[src/rtl/vjtag_bus_target_if.sv]
// Bus bundle between the JTAG-driven initiator and the vjtag_bus_target responder.
// The master modport belongs to the initiator and the slave modport to the target.
`timescale 1ns/1ps
interface vjtag_bus_target_if #(
    parameter int AW = 8,
    parameter int DW = 8
);
    logic [AW-1:0] address;
    logic          wvalid;
    logic [DW-1:0] wdata;
    logic          wready;
    logic          rvalid;
    logic          rready;
    logic          rrvalid;
    logic [DW-1:0] rdata;

    modport master (
        output address, wvalid, wdata, rvalid,
        input  wready, rready, rrvalid, rdata
    );

    modport slave (
        input  address, wvalid, wdata, rvalid,
        output wready, rready, rrvalid, rdata
    );
endinterface

[src/rtl/vjtag_bus_target.sv]
// Register-array bus responder for the VJTAG host bus: 2**AW x DW memory, one outstanding read.
// Optional wait-state insertion before ready when VJTAG_TGT_WAIT_EN is defined.
`timescale 1ns/1ps
module vjtag_bus_target #(
    parameter int AW       = 8,
    parameter int DW       = 8,
    parameter int RD_LAT   = 1,
    parameter int WAIT_CYC = 2
) (
    input  logic                clk,
    input  logic                rst_n,
    vjtag_bus_target_if.slave   bus,
    output logic [15:0]         wr_cnt,
    output logic [15:0]         rd_cnt
);

    if (RD_LAT < 1 || RD_LAT > 15 || WAIT_CYC < 1 || WAIT_CYC > 255) begin : g_param_check
        $error("vjtag_bus_target: RD_LAT must be 1..15 and WAIT_CYC 1..255");
    end

    localparam logic [3:0] LAT_INIT = 4'(RD_LAT - 1);

`ifdef VJTAG_TGT_WAIT_EN
    localparam logic [7:0] WAIT_INIT = 8'(WAIT_CYC - 1);
    typedef enum logic [1:0] {S_IDLE, S_WAIT, S_GRANT, S_RESP} state_t;
    logic [7:0] wcnt_q, wcnt_d;
`else
    typedef enum logic [1:0] {S_IDLE, S_RESP} state_t;
`endif

    state_t        state_q, state_d;
    logic [3:0]    lat_q, lat_d;
    logic [DW-1:0] cap_q, cap_d;
    logic [DW-1:0] rdata_q, rdata_d;
    logic          rrvalid_q, rrvalid_d;
    logic [15:0]   wr_cnt_q, wr_cnt_d;
    logic [15:0]   rd_cnt_q, rd_cnt_d;
    logic          ready;
    logic          wr_acc, rd_acc;
    logic [DW-1:0] mem_q [2**AW];

    always_ff @(posedge clk or negedge rst_n) begin
        if (!rst_n) begin
            state_q   <= S_IDLE;
            lat_q     <= '0;
`ifdef VJTAG_TGT_WAIT_EN
            wcnt_q    <= '0;
`endif
            cap_q     <= '0;
            rdata_q   <= '0;
            rrvalid_q <= 1'b0;
            wr_cnt_q  <= '0;
            rd_cnt_q  <= '0;
        end else begin
            state_q   <= state_d;
            lat_q     <= lat_d;
`ifdef VJTAG_TGT_WAIT_EN
            wcnt_q    <= wcnt_d;
`endif
            cap_q     <= cap_d;
            rdata_q   <= rdata_d;
            rrvalid_q <= rrvalid_d;
            wr_cnt_q  <= wr_cnt_d;
            rd_cnt_q  <= rd_cnt_d;
        end
    end

    // Memory contents deliberately survive reset.
    always_ff @(posedge clk) begin
        if (wr_acc) mem_q[bus.address] <= bus.wdata;
    end

    always_comb begin
        state_d = state_q;
        lat_d   = lat_q;
`ifdef VJTAG_TGT_WAIT_EN
        wcnt_d  = wcnt_q;
`endif
        case (state_q)
            S_IDLE: begin
`ifdef VJTAG_TGT_WAIT_EN
                if (bus.wvalid || bus.rvalid) begin
                    state_d = S_WAIT;
                    wcnt_d  = WAIT_INIT;
                end
`else
                if (rd_acc) begin
                    state_d = S_RESP;
                    lat_d   = LAT_INIT;
                end
`endif
            end
`ifdef VJTAG_TGT_WAIT_EN
            S_WAIT: begin
                if (wcnt_q == '0) state_d = S_GRANT;
                else              wcnt_d  = wcnt_q - 8'd1;
            end
            S_GRANT: begin
                if (rd_acc) begin
                    state_d = S_RESP;
                    lat_d   = LAT_INIT;
                end else begin
                    state_d = S_IDLE;
                end
            end
`endif
            S_RESP: begin
                if (lat_q == '0) state_d = S_IDLE;
                else             lat_d   = lat_q - 4'd1;
            end
            default: state_d = S_IDLE;
        endcase
    end

    // Ready is a function of state only; it is also held low while reset is asserted.
    always_comb begin
`ifdef VJTAG_TGT_WAIT_EN
        ready = rst_n && (state_q == S_GRANT);
`else
        ready = rst_n && (state_q == S_IDLE);
`endif
        wr_acc = bus.wvalid && ready;
        rd_acc = bus.rvalid && ready && !bus.wvalid;
    end

    // The response registers load on the edge entering the last RESP cycle, so rrvalid and
    // rdata are both registered and appear exactly RD_LAT cycles after the accept edge.
    always_comb begin
        cap_d     = rd_acc ? mem_q[bus.address] : cap_q;
        rrvalid_d = (state_d == S_RESP) && (lat_d == '0);
        rdata_d   = rrvalid_d ? cap_d : rdata_q;
        wr_cnt_d  = wr_cnt_q + 16'(wr_acc);
        rd_cnt_d  = rd_cnt_q + 16'(rrvalid_d);
    end

    assign bus.wready  = ready;
    assign bus.rready  = ready;
    assign bus.rrvalid = rrvalid_q;
    assign bus.rdata   = rdata_q;
    assign wr_cnt      = wr_cnt_q;
    assign rd_cnt      = rd_cnt_q;

endmodule
[src/flat_wrapper.sv]
// flat-port wrapper written by rule: the top's interface ports become plain ports
module vjtag_bus_target_flat 
#(
    parameter int AW       = 8,
    parameter int DW       = 8,
    parameter int RD_LAT   = 1,
    parameter int WAIT_CYC = 2
)
  (clk, rst_n, wr_cnt, rd_cnt, bus_address, bus_wvalid, bus_wdata, bus_rvalid, bus_wready, bus_rready, bus_rrvalid, bus_rdata);
  vjtag_bus_target_if #(.AW(AW), .DW(DW)) bus_i ();
  input  logic clk;
  input  logic rst_n;
  output logic [15:0] wr_cnt;
  output logic [15:0] rd_cnt;
  input wire logic [$bits(bus_i.address)-1:0] bus_address;
  input wire logic [$bits(bus_i.wvalid)-1:0] bus_wvalid;
  input wire logic [$bits(bus_i.wdata)-1:0] bus_wdata;
  input wire logic [$bits(bus_i.rvalid)-1:0] bus_rvalid;
  output wire logic [$bits(bus_i.wready)-1:0] bus_wready;
  output wire logic [$bits(bus_i.rready)-1:0] bus_rready;
  output wire logic [$bits(bus_i.rrvalid)-1:0] bus_rrvalid;
  output wire logic [$bits(bus_i.rdata)-1:0] bus_rdata;
  assign bus_i.address = bus_address;
  assign bus_i.wvalid = bus_wvalid;
  assign bus_i.wdata = bus_wdata;
  assign bus_i.rvalid = bus_rvalid;
  assign bus_wready = bus_i.wready;
  assign bus_rready = bus_i.rready;
  assign bus_rrvalid = bus_i.rrvalid;
  assign bus_rdata = bus_i.rdata;
  vjtag_bus_target #(.AW(AW), .DW(DW), .RD_LAT(RD_LAT), .WAIT_CYC(WAIT_CYC)) u_core (.clk(clk), .rst_n(rst_n), .bus(bus_i), .wr_cnt(wr_cnt), .rd_cnt(rd_cnt));
endmodule
[config.mk]
export PLATFORM = sky130hd
export DESIGN_NAME = vjtag_bus_target_flat
export DESIGN_NICKNAME = d
export VERILOG_FILES = /design/src/rtl/vjtag_bus_target_if.sv /design/src/rtl/vjtag_bus_target.sv /design/src/flat_wrapper.sv
export SDC_FILE = /design/constraint.sdc
export NUM_CORES = 2
export LEC_CHECK = 0
export ABC_AREA = 1
export CELL_PAD_IN_SITES_DETAIL_PLACEMENT = 1
export CELL_PAD_IN_SITES_GLOBAL_PLACEMENT = 1
export CORE_MARGIN = 2
export CORE_UTILIZATION = 45
export CTS_CLUSTER_SIZE = 14
export DETAILED_ROUTE_END_ITERATION = 12
export GPL_TIMING_DRIVEN = 0
export PLACE_DENSITY = 0.72
export REMOVE_ABC_BUFFERS = 1
export SKIP_LAST_GASP = 1
export SLEW_MARGIN = 15
export SYNTH_ARGS = -nofsm -noshare
export SYNTH_HDL_FRONTEND = slang
export SYNTH_SLANG_ARGS = --single-unit
[constraint.sdc]
create_clock -name clk -period 9.1 [get_ports clk]
set_input_delay 1.82 -clock clk [delete_from_list [all_inputs] [get_ports clk]]
set_output_delay 1.82 -clock clk [all_outputs]
set_load 0.03 [all_outputs]
After elaboration in Yosys (flattened, before gate mapping):

Memories as Yosys holds them, arrays and structs flattened.
Index checks and enable logic that the tools add are counted.

* $add $sub $neg: 3
* reduce and logical (&&, ||, !) cells: 9
* bitwise logic cells: 0
* divide/modulo/power cells: 0
* multipliers: 0
* shift operators: 0
* equality and inequality tests: 2
* $lt $le $gt $ge: 0
* mux-type cells: 9

Operators with widths (number)
* adder 16 x 1 -> 16 bit: 2
* logical NOT 4 bit: 2
* two-way mux 4 bit: 2
* two-way mux 8 bit: 1
* case mux 4 bit (2 select lines): 1
* logical AND 1 bit: 5
* equality test 2 x 1 -> 1 bit, second input constant: 2
* two-way mux 2 bit: 2
* case mux 2 bit (2 select lines): 1
* subtractor 4 x 1 -> 4 bit, second input constant: 1
* logical NOT 2 bit: 1
* two-way mux 1 bit: 2
* logical NOT 1 bit: 1

* output and inout port bits: 43
* memories: 1
* latch bits: 0
* ROM bits: 0
* RAM bits: 2048
* input bits: 20
* flip-flop bits (word level): 55

Memories
* u_core.mem_q: words 256, bits a word 8, read ports 1, clocked after Yosys merged registers in 0, wr ports 1, RTL line vjtag_bus_target.sv:40 `logic [DW-1:0] mem_q [2**AW];`

Longest topological paths before layout:

* depth in word-level cells: 9
* gate-level depth with buffers: 20
* gate-level depth less buffers: 20

Least setup slack after synthesis:

OpenSTA, ideal clock, no wires.

* path type: input port to flip-flop
* from: in rst_n
* to: reg u_core.rd_cnt_q[14], in the netlist u_core.rd_cnt[14]
* arrival time: 5034 ps
* stages: 19
* setup time: 124 ps
* buffers on the path: 0
* data required time: 8976 ps
* setup slack: 3942 ps
* cell sequence: nand2_1 > nor2_1 > nand3_2 > a21oi_1 > o22ai_1 > or2_2 > nor3_1 > nand2_2 > clkinv_1 > ha_1 > ha_1 > nand3_1 > nor2_1 > nand2_1 > nor2_1 > nand3_1 > nor3_1 > nand3_1 > xor2_1

* cells in the longest elaborated chain, start to end: 8
* elaborated cells on any way between the ends: 11
* classes of those cells: 1 x add/sub; 1 x eq/ne; 4 x mux; 5 x reduce/logical

RTL lines
* start, declared: RTL line flat_wrapper.sv:12 `input logic rst_n;`
* logical AND 1 bit: RTL line vjtag_bus_target.sv:120 `ready = rst_n && (state_q == S_IDLE);`
* named net bus_rready: RTL line flat_wrapper.sv:20 `output wire logic [$bits(bus_i.rready)-1:0] bus_rready;`
* logical AND 1 bit (2 in series): RTL line vjtag_bus_target.sv:123 `rd_acc = bus.rvalid && ready && !bus.wvalid;`
* two-way mux 4 bit: RTL line vjtag_bus_target.sv:87 `if (rd_acc) begin`
* case mux 4 bit (2 select lines): RTL line vjtag_bus_target.sv:79 `case (state_q)`
* named net u_core.lat_d[3]: RTL line vjtag_bus_target.sv:32 `logic [3:0] lat_q, lat_d;`
* logical NOT 4 bit: RTL line vjtag_bus_target.sv:130 `rrvalid_d = (state_d == S_RESP) && (lat_d == '0);`
* logical AND 1 bit: RTL line vjtag_bus_target.sv:130
* named net u_core.rrvalid_d: RTL line vjtag_bus_target.sv:35 `logic rrvalid_q, rrvalid_d;`
* adder 16 x 1 -> 16 bit: RTL line vjtag_bus_target.sv:133 `rd_cnt_d = rd_cnt_q + 16'(rrvalid_d);`
* named net u_core.rd_cnt_d[14]: RTL line vjtag_bus_target.sv:37 `logic [15:0] rd_cnt_q, rd_cnt_d;`
* end signal, assigned: RTL line vjtag_bus_target.sv:64 `rd_cnt_q <= rd_cnt_d;`
* end, declared: RTL line vjtag_bus_target.sv:37

The timed path passes the listed nets, and every way through them passes these cells.
A chain may end at the register's enable or synchronous reset.

Worst setup path after layout:

* from: in bus_address[0]
* to: mem u_core.mem_q[121][0], enable pin

RTL lines
* start, declared: RTL line flat_wrapper.sv:15 `input wire logic [$bits(bus_i.address)-1:0] bus_address;`
* end, declared: RTL line vjtag_bus_target.sv:40

No word-level cell before the write port.

==> impl_metrics.toml <==
[outcome]
outcome = "finished clean"

[yosys]
synthesis.area_per_instance_um2 = 11.7
synth_cells = 7117
synth_flop_cell = "sky130_fd_sc_hd__edfxtp_1"
yosysWarningCount = 0
yosys.cell_types.count = 30
asyncSetResetFlopFracSynth = 0.0262
post_synth_instance_area_mm2 = 0.0834
synth_enable_flop_cells = 2048
ys_ff_latch = 2103
fraction_of_the_yosys_area_taken_by_sequential_cells = 0.754

[critical_path]
worst-r2r-cell-count = 19
setup.worst_path.start_class = "input pin"
critPathMaxFanout = 101
cpMostUsedCell = "sky130_fd_sc_hd__buf_12"
rr_startpoint = "u_core.state_q[1]"
worst-r2r-setup-slack_ps = 4760
crit_slowest_cell = "sky130_fd_sc_hd__nor2_4"
critical_setup_path_class = "input pin to flip-flop"
crit_arrival_ps = 6710
cp-end-kind = "flip-flop"
required_ps = 9560
worst_path_largest_cell_delay_ps = 700
rr_endpoint = "u_core.rd_cnt[14]"
timing.critical_path.cells = "buf_8 > buf_16 > buf_16 > inv_8 > buf_16 > nor2_4 > buf_12 > buf_12 > buf_12 > nand2_2 > buf_12 > nor2_1"

[timing]
timing.final.setup_violations = 0
layout_worst_path_cycle_share = 0.687
period_needed_ps = 6260
slew_headroom = 0.160
fmax_mhz = 160
finalClockSkew_ps = 23.0
final_hold_viol_count = 0
max_slew.worst_pin.slew_ps = 1260
setup_total_negative_slack_ps = 0
maxSlewViolCount = 0
worst_slack_ps = 2840
unrepaired_setup_endpoints_after_global_routing = "no"

[finish]
drive_gt1_frac = 0.0601
post_layout_net_count = 7153
final_cell_mix = "sky130_fd_sc_hd__nand2_1, sky130_fd_sc_hd__edfxtp_1, sky130_fd_sc_hd__nor2_1, sky130_fd_sc_hd__nand4_1, sky130_fd_sc_hd__clkbuf_16"
mostFrequentLayoutCell = "sky130_fd_sc_hd__nand2_1"
synthToLayoutAreaGrowth_pct = 13.4

[worst_hold_path]
hp-start = "u_core.rd_cnt[15]"
whs_path_depth = 1
worstHoldPathType = "flip-flop to flip-flop"
min_delay_endpoint = "u_core.rd_cnt[15]"

[clock_tree]
clkSinkCount = 2103
deepest_level_of_the_cts_h_tree = 4
numCtsBuffers = 210
clk_pin_slew_ps = 60
cts_setup_buffers = 0
cts_root_buffer = "sky130_fd_sc_hd__clkbuf_16"
clock_tree_buf_depth = 3
clk-insertion-delay-late_ps = 840
cts_hold_repair.buffers = 0
ctsResizeCount = 0
tritoncts = "done"

[floorplanning]
die_height_um = 434
die_area_mm2 = 0.189
core_area_mm2 = 0.183
floorplan.initialDensity = 0.454
std_cell_rows = 157
floorplan.die.width_um = 434
floorplan.io_pins = 63

[drt]
drt_pre_antenna_iters = 6
drt_drc_violations_left = 0
avgViaCountPerCell = 5.59
detail-route-antenna-nets = 0
totalWireLength_mm = 248
wire_per_inst_um = 25.4
route.vias.total = 54600
initialDrtViolationCount = 5313

[power_and_ir_drop]
power_density_mw_per_mm2 = 214
ir_worst_vdd_mv = 0.182
cellLeakagePower_nw = 34.2

[placed_design]
gp_congestion = 0.777
dpl.hpwl_mm = 144
io_buffers = 62
pre_cts_slack_ps = 2010

[global_routing]
global_route_wire_length_before_repair_mm = 366
antenna_found_initial = 5
grt_use_total = 0.263
first_global_vias = 57700
grt-ovfl-total = 0
grt_start_max_net_pins = 129

[run]
max_cap_violations = 0
routing by layer:
layer	vias to the layer above	routed length (um)	GRT usage	part of all wire
met3	450	15800	0.0415	0.064
met2	1842	122000	0.446	0.49
met4	0	8890	0.0975	0.036
met1	27900	101000	0.341	0.41
li1	24400	-	-	-
met5	-	0	0	0
through the flow:
| stage | cells | hold slack, ps | util | area [um2] | total power, mW |
|---|---|---|---|---|---|
| after floorplan | 6756 | 481 | - | 81800 | 11.5 |
| after global placement | 9282 | 458 | 0.466 | 85500 | 12.5 |
| after detailed placement | 9380 | 469 | 0.480 | 88100 | 12.2 |
| after CTS | 9768 | 481 | 0.515 | 94500 | 20.3 |
| after global routing | 9768 | 519 | 0.515 | 94500 | 20.8 |
| final | 9770 | 476 | 0.515 | 94500 | 20.3 |
sequential cells by signal (all words and copies together) (netlist names):
register,count
u_core.mem_q,2048
u_core.rd_cnt,16
u_core.wr_cnt,16
u_core.bus.rdata,8
u_core.cap_q,8
u_core.lat_q,4
u_core.state_q,2
u_core.bus.rrvalid,1
area by class of cell:
class / count / area (um2)
tap: 2464 / 3080
fill: 18800 / 89000
inverter: 52 / 225
clock inverter: 118 / 800
clock buffer: 270 / 5610
sequential: 2103 / 62900
antenna: 2 / 5.00
timing repair buffer: 160 / 3000
multi-input combinational: 4601 / 18900
Yosys cell counts (3+ instances only):
| master | number | area, um2 |
|---|---|---|
| sky130_fd_sc_hd__nand3_1 | 85 | 425 |
| sky130_fd_sc_hd__buf_2 | 122 | 611 |
| sky130_fd_sc_hd__o21ai_0 | 116 | 581 |
| sky130_fd_sc_hd__buf_1 | 33 | 124 |
| sky130_fd_sc_hd__clkbuf_1 | 205 | 769 |
| sky130_fd_sc_hd__edfxtp_1 | 2048 | 61500 |
| sky130_fd_sc_hd__inv_1 | 43 | 161 |
| sky130_fd_sc_hd__nand4_1 | 266 | 1660 |
| sky130_fd_sc_hd__nor2_1 | 442 | 1660 |
| sky130_fd_sc_hd__or2_2 | 4 | 25.0 |
| sky130_fd_sc_hd__xor2_1 | 25 | 219 |
| sky130_fd_sc_hd__inv_2 | 3 | 11.3 |
| sky130_fd_sc_hd__a21oi_1 | 95 | 475 |
| sky130_fd_sc_hd__clkinv_1 | 6 | 22.5 |
| sky130_fd_sc_hd__a22oi_1 | 42 | 315 |
| sky130_fd_sc_hd__xnor2_1 | 3 | 26.3 |
| sky130_fd_sc_hd__nor3_1 | 11 | 55.1 |
| sky130_fd_sc_hd__nand2_1 | 3446 | 12900 |
| sky130_fd_sc_hd__o21ai_1 | 51 | 255 |
| sky130_fd_sc_hd__ha_1 | 5 | 62.6 |
| sky130_fd_sc_hd__dfrtp_1 | 55 | 1380 |
critical path, delay by kind of cell:
kind	cells	cell delay, ps
buffers and inverters	9	2690
AND/OR/NAND/NOR	3	1770
worst max-delay path by stage:
stage | endpoint | start | cells past startpoint
after floorplan | u_core.mem_q[101][0] | bus_address[0] | 4
after global placement | u_core.mem_q[176][1] | bus_address[0] | 4
after detailed placement | u_core.mem_q[145][7] | bus_address[0] | 11
after CTS | u_core.mem_q[121][0] | bus_address[0] | 12
after global routing | u_core.mem_q[121][0] | bus_address[0] | 12
final | u_core.mem_q[121][0] | bus_address[0] | 12
kinds of logic after synthesis:
kind of cell    Yosys count  synth area share
simple gates           4260             0.202
flops                  2103             0.754
buf+inv                 413            0.0205
compound gates          307            0.0198
xor+xnor                 28           0.00294
fa+ha+maj                 5          0.000751
other cells               1         0.0000450
where the power goes:
group	total, mW	leakage, nW	internal (mW)	switching (mW)
Clock	8.24	3.16	4.54	3.70
Sequential	10.7	19.1	10.7	0.0351
Combinational	1.32	12.0	0.362	0.957
Power figures use the tool's default switching activity.
